`src/rtl/uart_rx_sipo_if.sv`:
```
// Receive-side UART bundle: serial line in, parallel byte and status strobes out.
interface uart_rx_sipo_if;
  logic       rx_serial;
  logic [7:0] data_out;
  logic       data_valid;
  logic       frame_err;
  logic       busy;

  // Line driver / byte consumer side
  modport master (
    output rx_serial,
    input  data_out,
    input  data_valid,
    input  frame_err,
    input  busy
  );

  // Receiver side
  modport slave (
    input  rx_serial,
    output data_out,
    output data_valid,
    output frame_err,
    output busy
  );
endinterface

```
`src/rtl/uart_rx_sipo.sv`:
```
// RS232 receiver: synchronises the serial line, finds the start bit, samples eight
// data bits at mid-bit, checks the stop bit and presents each good byte in parallel.
module uart_rx_sipo #(
  parameter int unsigned CLKS_PER_BIT = 16,
  parameter bit          MSB_FIRST    = 1'b0
) (
  input  logic           clk,
  input  logic           rst,
  uart_rx_sipo_if.slave  rx_if
);

  localparam int unsigned HALF = CLKS_PER_BIT / 2;
  localparam int unsigned CW   = $clog2(CLKS_PER_BIT);

  typedef enum logic [2:0] {
    S_IDLE,
    S_START,
    S_DATA,
    S_STOP,
    S_WAIT_HIGH
  } state_t;

  state_t        state, state_n;
  logic          sync1, rx_sync;
  logic [CW-1:0] cnt;
  logic [2:0]    bit_idx;
  logic [7:0]    shift;
  logic [7:0]    data_q;
  logic          valid_q, err_q;
  logic          half_done, bit_done;

  assign half_done = (cnt == CW'(HALF - 1));
  assign bit_done  = (cnt == CW'(CLKS_PER_BIT - 1));

  // Two-flop synchroniser; idle line level is 1
  always_ff @(posedge clk) begin
    if (rst) begin
      sync1   <= 1'b1;
      rx_sync <= 1'b1;
    end else begin
      sync1   <= rx_if.rx_serial;
      rx_sync <= sync1;
    end
  end

  // State register
  always_ff @(posedge clk) begin
    if (rst) state <= S_IDLE;
    else     state <= state_n;
  end

  // Next-state decode
  always_comb begin
    state_n = state;
    case (state)
      S_IDLE:      if (!rx_sync) state_n = S_START;
      S_START:     if (half_done) state_n = rx_sync ? S_IDLE : S_DATA;
      S_DATA:      if (bit_done && bit_idx == 3'd7) state_n = S_STOP;
      S_STOP:      if (bit_done) state_n = rx_sync ? S_IDLE : S_WAIT_HIGH;
      S_WAIT_HIGH: if (rx_sync) state_n = S_IDLE;
      default:     state_n = S_IDLE;
    endcase
  end

  // Bit-period counter: restarts on every state change and on each data-bit boundary
  always_ff @(posedge clk) begin
    if (rst) begin
      cnt <= '0;
    end else if (state_n != state || bit_done ||
                 state == S_IDLE || state == S_WAIT_HIGH) begin
      cnt <= '0;
    end else begin
      cnt <= cnt + 1'b1;
    end
  end

  // Data-bit index and shift register; the 3-bit index wraps to 0 after the 8th bit
  always_ff @(posedge clk) begin
    if (rst) begin
      bit_idx <= '0;
      shift   <= '0;
    end else if (state == S_START && state_n == S_DATA) begin
      bit_idx <= '0;
    end else if (state == S_DATA && bit_done) begin
      bit_idx <= bit_idx + 3'd1;
      if (MSB_FIRST) shift <= {shift[6:0], rx_sync};
      else           shift <= {rx_sync, shift[7:1]};
    end
  end

  // Stop-bit decision: registered one-cycle strobes, byte updated only on a good frame
  always_ff @(posedge clk) begin
    if (rst) begin
      data_q  <= '0;
      valid_q <= 1'b0;
      err_q   <= 1'b0;
    end else begin
      valid_q <= 1'b0;
      err_q   <= 1'b0;
      if (state == S_STOP && bit_done) begin
        if (rx_sync) begin
          data_q  <= shift;
          valid_q <= 1'b1;
        end else begin
          err_q   <= 1'b1;
        end
      end
    end
  end

  // Outputs: busy decoded from the state register
  always_comb begin
    rx_if.busy       = (state != S_IDLE);
    rx_if.data_out   = data_q;
    rx_if.data_valid = valid_q;
    rx_if.frame_err  = err_q;
  end

endmodule
```
`src/flat_wrapper.sv`:
```
// flat-port wrapper written by rule: the top's interface ports become plain ports
module uart_rx_sipo_flat 
#(
  parameter int unsigned CLKS_PER_BIT = 16,
  parameter bit          MSB_FIRST    = 1'b0
)
  (clk, rst, rx_if_rx_serial, rx_if_data_out, rx_if_data_valid, rx_if_frame_err, rx_if_busy);
  uart_rx_sipo_if rx_if_i ();
  input  logic clk;
  input  logic rst;
  input wire logic [$bits(rx_if_i.rx_serial)-1:0] rx_if_rx_serial;
  output wire logic [$bits(rx_if_i.data_out)-1:0] rx_if_data_out;
  output wire logic [$bits(rx_if_i.data_valid)-1:0] rx_if_data_valid;
  output wire logic [$bits(rx_if_i.frame_err)-1:0] rx_if_frame_err;
  output wire logic [$bits(rx_if_i.busy)-1:0] rx_if_busy;
  assign rx_if_i.rx_serial = rx_if_rx_serial;
  assign rx_if_data_out = rx_if_i.data_out;
  assign rx_if_data_valid = rx_if_i.data_valid;
  assign rx_if_frame_err = rx_if_i.frame_err;
  assign rx_if_busy = rx_if_i.busy;
  uart_rx_sipo #(.CLKS_PER_BIT(CLKS_PER_BIT), .MSB_FIRST(MSB_FIRST)) u_core (.clk(clk), .rst(rst), .rx_if(rx_if_i));
endmodule
```
`config.mk`:
```
export PLATFORM = sky130hd
export DESIGN_NAME = uart_rx_sipo_flat
export DESIGN_NICKNAME = d
export VERILOG_FILES = /design/src/rtl/uart_rx_sipo_if.sv /design/src/rtl/uart_rx_sipo.sv /design/src/flat_wrapper.sv
export SDC_FILE = /design/constraint.sdc
export NUM_CORES = 1
export LEC_CHECK = 0
export CORE_UTILIZATION = 30
export CTS_CLUSTER_SIZE = 20
export DETAILED_ROUTE_END_ITERATION = 10
export SKIP_CTS_REPAIR_TIMING = 1
export SLEW_MARGIN = 20
export SYNTH_ARGS = -nofsm -noshare
export SYNTH_HDL_FRONTEND = slang
export SYNTH_SLANG_ARGS = --single-unit
```
`constraint.sdc`:
```
create_clock -name clk -period 2.1 [get_ports clk]
set_input_delay 0.315 -clock clk [delete_from_list [all_inputs] [get_ports clk]]
set_output_delay 0.315 -clock clk [all_outputs]
set_load 0.03 [all_outputs]
```
==> results by group, run 1 <==
Worst setup path
  • Crit. End Element: output port
  • Max Fanout on Critical Path: 11
  • Slowest stage delay, CP: 0.67 ns
  • Crit path required time: 1.78 ns
  • Worst path slowest cell: clkdlybuf4s50_1
  • Critical-path cell list: nor2_1, nand2_1, clkdlybuf4s50_1
  • CP Class: reg2out
  • R2R cell count: 5
  • Crit path launch type: flip-flop
  • WP data arrival: 1.61 ns

CTS
  • Clock Sinks: 30
  • Clock H-tree levels: 2
  • Clk root buf: clkbuf_8
  • Clk slew on worst S/H paths: 0.06 ns
  • Max clock buf depth: 2
  • Clock latency on the worst-skew pair: 0.28 ns
  • CTS Buf Count: 5
  • TritonCTS clock tree: built

Finish
  • Footprint of the multi-input gates: 557 sq um
  • Ant. Diodes: 0
  • Nets: 156
  • Layout cell share with drive strength beyond 1: 8.61%
  • Finished Core Util: 38.7%
  • Layout Cells excl Fill: 199
  • Layout area overhead: 19.6%
  • Seq. cell area: 601 sq um
  • Fill count: 385
  • Finished Cell Area: 1470 sq um

Place
  • Detailed placement HPWL: 1760 um
  • Gpl congestion: 0.748
  • Dpl cell area: 1380 sq um
  • Inst Count DP: 191
  • Pre-CTS worst setup slack: 0.400 ns
  • Port buffer count: 13

Hold path
  • Hold Path Class: reg2reg
  • WHS Path Cells: 1

Timing
  • Setup Skew: 0.00639 ns
  • Period Utilization, post-route: 91.7%
  • RSZ-0062 raised after global routing: no
  • Slew @ Worst Pin: 0.624 ns
  • Achievable frequency: 519 MHz
  • Hold Vio Cnt, Final: 0
  • Slew headroom: 58.2%
  • Worst hold margin: 0.409 ns
  • Setup violations, final: 0
  • Post-layout worst setup margin: 0.174 ns
  • Setup Total Neg Slack: 0 ns
  • Slew Limit Fails: 0
  • Min Tclk post-route: 1.93 ns

GRT
  • GRT Util Overall: 13.2%
  • Largest net degree at the start of global routing: 22
  • Vias in the first global route: 972
  • Global route overflow: 0
  • First-pass GRT wire length: 4290 um
  • Initial antenna violation count: 0

Drt
  • DR DRC count: 0
  • Vias: 1040
  • Drt via density: 5.23
  • Starting DRT DRC Count: 52
  • Drt total wl: 2540 um
  • Antenna viol nets, final: 0
  • Drt wl/cell: 12.8 um
  • DRT Pass-1 Iters: 4

Floorplanning
  • Chip width: 66.0 um
  • DIE AREA: 4360 sq um
  • Initial Util: 32.3%
  • Core Area: 3800 sq um
  • Core Rows: 22
  • Boundary pin count: 14
  • Chip height: 66.0 um

Run status
  • Outcome: complete, no violations

Synthesis
  • Post-Syn Area: 1230 sq um
  • Seq/Total Area, Yosys: 48.9%
  • Yosys top cell area share: 48.9%
  • Synth cell types: 30
  • Syn nets: 146
  • Top cells by area, synth: dfxtp_1, a21oi_1, o21ai_0
  • Synth Register Bits: 30
  • Largest area contributor in the netlist: dfxtp_1
  • Syn avg cell area: 8.78 sq um
  • Synth Warn #: 0
  • Cells after synthesis: 140

Run
  • Max cap viols: 0

Power and ir drop
  • Internal power: 851 uW
  • Sw Ratio: 21.7%
  • Logic pwr share: 3.8%
  • Leak pwr: 0.476 nW
  • Clk pwr share: 43.0%
  • Tot Pwr: 1.09 mW
  • PD cells: 740 nW/um^2
  • VDD IR-drop max: 0.188 mV
  • Sequential power share: 53.2%
  • Switching power: 237 uW
==> Yosys cell counts (all sizes together) <==
cell      n
nand2     4
a41oi     1
xor2      1
nor2      3
a211oi    2
or2       3
a41o      1
o21bai    1
a2111oi   1
clkbuf    6
ha        3
buf       7
or3       1
dfxtp    30
nand3b    2
a21oi    19
nor3      6
xnor2     1
o21ai    19
nand3    12
inv       2
nand4     9
nand2b    1
nor3b     1
and4      1
o311ai    1
a32oi     1
nor2b     1
==> routing by layer <==
layer  part of all wire, %  GRT usage [%]  wire length, um  up-vias
met5                     0              0                0        -
li1                      -              -                -      532
met4                   2.6           7.98               66        0
met1                    47           14.7             1210      487
met2                    47           21.8             1200       16
met3                   2.8           4.14               72        5
==> area by class of cell <==
class / count / share of cell area [%]
Clock buffer: 7 / 5.88
Inverter: 2 / 0.511
Clock inverter: 1 / 0.341
Multi-Input combinational cell: 95 / 37.9
Sequential cell: 30 / 40.9
Tap cell: 48 / 4.09
Timing Repair Buffer: 16 / 10.4
==> power groups by stage <==
stage                     logic (mW)  registers [mW]  clock network (mW)
final                         0.0408           0.579               0.468
after floorplan               0.0308           0.587                   0
after global placement        0.0403           0.591                   0
after detailed placement      0.0414           0.591                   0
after CTS                     0.0413           0.579               0.484
after global routing          0.0455           0.579               0.508
==> worst max-delay path, delay by kind of cell, from the launching register on <==
| kind | cells | cell delay (ns) |
|---|---|---|
| DFF | 1 | 0.49 |
| buffers and inverters | 1 | 0.67 |
| and+or+nand+nor | 2 | 0.18 |
==> placed cells by master (no fill, tap or decap), drive strengths merged, types with 2 or more instances in the layout <==
master	netlist	routed
dfxtp	30	30
o21ai	19	19
nor3	6	6
nand3	12	12
ha	3	3
nand3b	2	2
clkbuf	6	7
nand4	9	9
inv	2	2
or2	3	3
buf	7	3
nand2	4	4
clkdlybuf4s50	0	13
nor2	3	3
a211oi	2	2
a21oi	19	19
==> cell families (layout without fill, tap and decap cells) <==
family / after synthesis / after routing / synth area share (%)
buffers and inverters: 15 / 26 / 5.80
AO/OA/AOI/OAI: 46 / 46 / 21.0
AND/OR/NAND/NOR: 44 / 44 / 19.9
flip-flops: 30 / 30 / 48.9
XOR/XNOR: 2 / 2 / 1.43
adder cells (fa/ha/maj): 3 / 3 / 3.06
==> path summary, 6_finish.rpt <==
check | slack [ns] | start | endpoint
min reg2reg | 0.41 | u_core.sync1$_SDFF_PP1_ | u_core.rx_sync$_SDFF_PP1_
min | 0.41 | u_core.sync1$_SDFF_PP1_ | u_core.rx_sync$_SDFF_PP1_
max | 0.17 | u_core.state[0]$_SDFF_PP0_ | rx_if_busy
max reg2reg | 0.53 | u_core.cnt[0]$_SDFF_PP0_ | u_core.rx_if.data_out[2]$_SDFFE_PP0P_
==> state kept, by name (all words and copies together), names as in the netlist <==
signal and cells:
u_core.rx_if.data_valid 1, u_core.rx_if.data_out 8, u_core.sync1 1, u_core.bit_idx 3, u_core.rx_if.frame_err 1, u_core.shift 8, u_core.cnt 4, u_core.rx_sync 1
u_core.state 3
Note: power is estimated with default switching activity, not from simulation.
==> inputs of run 2 (changes only) <==
--- a/config.mk
+++ b/config.mk
@@ -6,8 +6,8 @@
 export NUM_CORES = 1
 export LEC_CHECK = 0
 export CORE_UTILIZATION = 30
-export CTS_CLUSTER_SIZE = 20
 export DETAILED_ROUTE_END_ITERATION = 10
+export GPL_TIMING_DRIVEN = 1
 export SKIP_CTS_REPAIR_TIMING = 1
 export SLEW_MARGIN = 20
 export SYNTH_ARGS = -nofsm -noshare
==> results of run 2 <==
Same layout as run 1: the final DEF is identical, and so are final timing and power.
==> inputs of run 3 (changes only) <==
--- a/config.mk
+++ b/config.mk
@@ -5,9 +5,12 @@
 export SDC_FILE = /design/constraint.sdc
 export NUM_CORES = 1
 export LEC_CHECK = 0
+export CELL_PAD_IN_SITES_DETAIL_PLACEMENT = 2
+export CELL_PAD_IN_SITES_GLOBAL_PLACEMENT = 2
 export CORE_UTILIZATION = 30
 export DETAILED_ROUTE_END_ITERATION = 10
 export GPL_TIMING_DRIVEN = 1
+export PLACE_DENSITY_LB_ADDON = 0.1
 export SKIP_CTS_REPAIR_TIMING = 1
 export SLEW_MARGIN = 20
 export SYNTH_ARGS = -nofsm -noshare
==> run 3 against run 2 <==
Die area did not move; sequential power about the same; combinational power rose by 5.9%; clock skew is 0.0015 ns lower; final area grew 0.51%; clock power up 2%; first-iteration DRC count shrank 67%.
==> results by group, run 3 (synthesized netlist as in run 1, its figures left out) <==
Run status
  • Outcome: complete, no violations

CTS
  • Clock latency on the worst-skew pair: 0.28 ns (about the same)
  • Max clock buf depth: 2 (unchanged)
  • Clock H-tree levels: 2 (unchanged)
  • Clk root buf: clkbuf_8
  • TritonCTS clock tree: built
  • Clock Sinks: 30 (unchanged)
  • CTS Buf Count: 5 (unchanged)
  • Clk slew on worst S/H paths: 0.06 ns (about the same)

GRT
  • First-pass GRT wire length: 5620 um (+31%)
  • Largest net degree at the start of global routing: 22 (unchanged)
  • GRT Util Overall: 17.4% (+4.2 points)
  • Initial antenna violation count: 0 (unchanged)
  • Vias in the first global route: 1158 (+19%)
  • Global route overflow: 0 (unchanged)

Timing
  • Slew Limit Fails: 0 (unchanged)
  • Hold Vio Cnt, Final: 0 (unchanged)
  • Slew headroom: 51.3% (-6.9 points)
  • Min Tclk post-route: 1.93 ns (+0.00234 ns)
  • Slew @ Worst Pin: 0.728 ns (+0.104 ns)
  • RSZ-0062 raised after global routing: no
  • Setup Skew: 0.00487 ns (-0.00152 ns)
  • Period Utilization, post-route: 91.8% (+0.11 points)
  • Setup violations, final: 0 (unchanged)
  • Setup Total Neg Slack: 0 ns (unchanged)
  • Achievable frequency: 518 MHz (-0.12%)

Power and ir drop
  • PD cells: 745 nW/um^2 (+0.58%)
  • Leak pwr: 0.481 nW (+0.87%)
  • Tot Pwr: 1.10 mW (+1.1%)
  • VDD IR-drop max: 0.313 mV (+66%)

Worst setup path
  • Worst Setup SP: u_core.state[0]$_SDFF_PP0_
  • Worst R2R End: u_core.shift[5]$_SDFFE_PP0P_
  • Crit. End Element: output port
  • Crit path required time: 1.78 ns (about the same)
  • R2R cell count: 5 (unchanged)
  • Crit path launch type: flip-flop
  • CP Class: reg2out
  • Reg2reg start: u_core.cnt[0]$_SDFF_PP0_
  • FF-to-FF setup slack: 0.57 ns (+0.04 ns)
  • Max Fanout on Critical Path: 11 (unchanged)
  • WP data arrival: 1.61 ns (about the same)

Floorplanning
  • Chip height: 66.0 um (unchanged)
  • Initial Util: 32.3% (unchanged)
  • DIE AREA: 4360 sq um (unchanged)
  • Boundary pin count: 14 (unchanged)
  • Core Rows: 22 (unchanged)
  • Chip width: 66.0 um (unchanged)
  • Core Area: 3800 sq um (unchanged)

Place
  • Gpl congestion: 0.725 (-3.1%)
  • Detailed placement HPWL: 2190 um (+25%)
  • Port buffer count: 13 (unchanged)

Drt
  • Drt via density: 5.41 (+3.4%)
  • DR DRC count: 0 (unchanged)
  • Vias: 1081 (+3.9%)
  • Antenna viol nets, final: 0 (unchanged)
  • Drt total wl: 3230 um (+27%)
  • DRT Pass-1 Iters: 4 (unchanged)
  • Starting DRT DRC Count: 17 (-67%)
  • Drt wl/cell: 16.2 um (+27%)

Finish
  • Commonest non-fill, non-tap cell in the layout: dfxtp_1
  • Layout area overhead: 20.2%
  • Layout cell share with drive strength beyond 1: 9.21% (+0.60 points)
  • Ant. Diodes: 0 (unchanged)
  • Most frequent cells in the layout: dfxtp_1, o21ai_0, a21oi_1
  • Nets: 157 (+0.64%)

Hold path
  • Hold_sp: u_core.sync1$_SDFF_PP1_
  • Hold Path End: u_core.rx_sync$_SDFF_PP1_
  • Hold Path Class: reg2reg
  • WHS Path Cells: 1 (unchanged)

Run
  • Max cap viols: 0 (unchanged)
## run 3: cell types whose count changed in the layout (fill, tap and decap cells not counted)
cell,change
buf_4,+1
## run 3: how the worst max path moves through the flow
stage | to | cells past startpoint
2_1_floorplan | u_core.state[0]$_SDFF_PP0_ | 6
3_3_place_gp | rx_if_busy | 3
3_5_place_dp | rx_if_busy | 3
4_1_cts | rx_if_busy | 3
5_1_grt | rx_if_busy | 3
6_report | rx_if_busy | 3
## run 3: layer usage
metal	part of all wire [%]	global-route usage [%]
met2	47	27.6
met4	2.1	7.98
met1	48	22.2
met3	2.5	4.14
met5	0	0
## run 3: through the flow
| step | utilization, % | instances | worst slack (ns) | hold WS [ns] | area [sq um] |
|---|---|---|---|---|---|
| 2_1_floorplan | - | 140 | 0.780 | 0.389 | 1230 |
| 3_3_place_gp | 36.5 | 192 | 0.515 | 0.400 | 1390 |
| 3_5_place_dp | 36.5 | 192 | 0.461 | 0.435 | 1390 |
| 4_1_cts | 38.9 | 200 | 0.157 | 0.454 | 1480 |
| 5_1_grt | 38.9 | 200 | 0.0691 | 0.454 | 1480 |
| 6_report | 38.9 | 200 | 0.171 | 0.436 | 1480 |
## run 3: layout make-up
type | count | area (sq um)
clock buffer | 7 | 86.3
inverter | 2 | 7.51
clock inverter | 1 | 5.00
sequential | 30 | 601
fill | 442 | 2320
multi-input combinational | 95 | 557
timing repair buffer | 17 | 160
tap | 48 | 60.1
## run 3: power breakdown
| part | total [mW] | switching, mW | internal (mW) |
|---|---|---|---|
| clock network | 0.477 | 0.213 | 0.264 |
| logic | 0.0432 | 0.0284 | 0.0149 |
| registers | 0.579 | 0.00669 | 0.573 |
## run 3: critical path, cell delays in order (launching register included)
cell and delay, ns:
dfxtp_1 0.50, nor2_1 0.09, nand2_1 0.08, clkdlybuf4s50_1 0.66
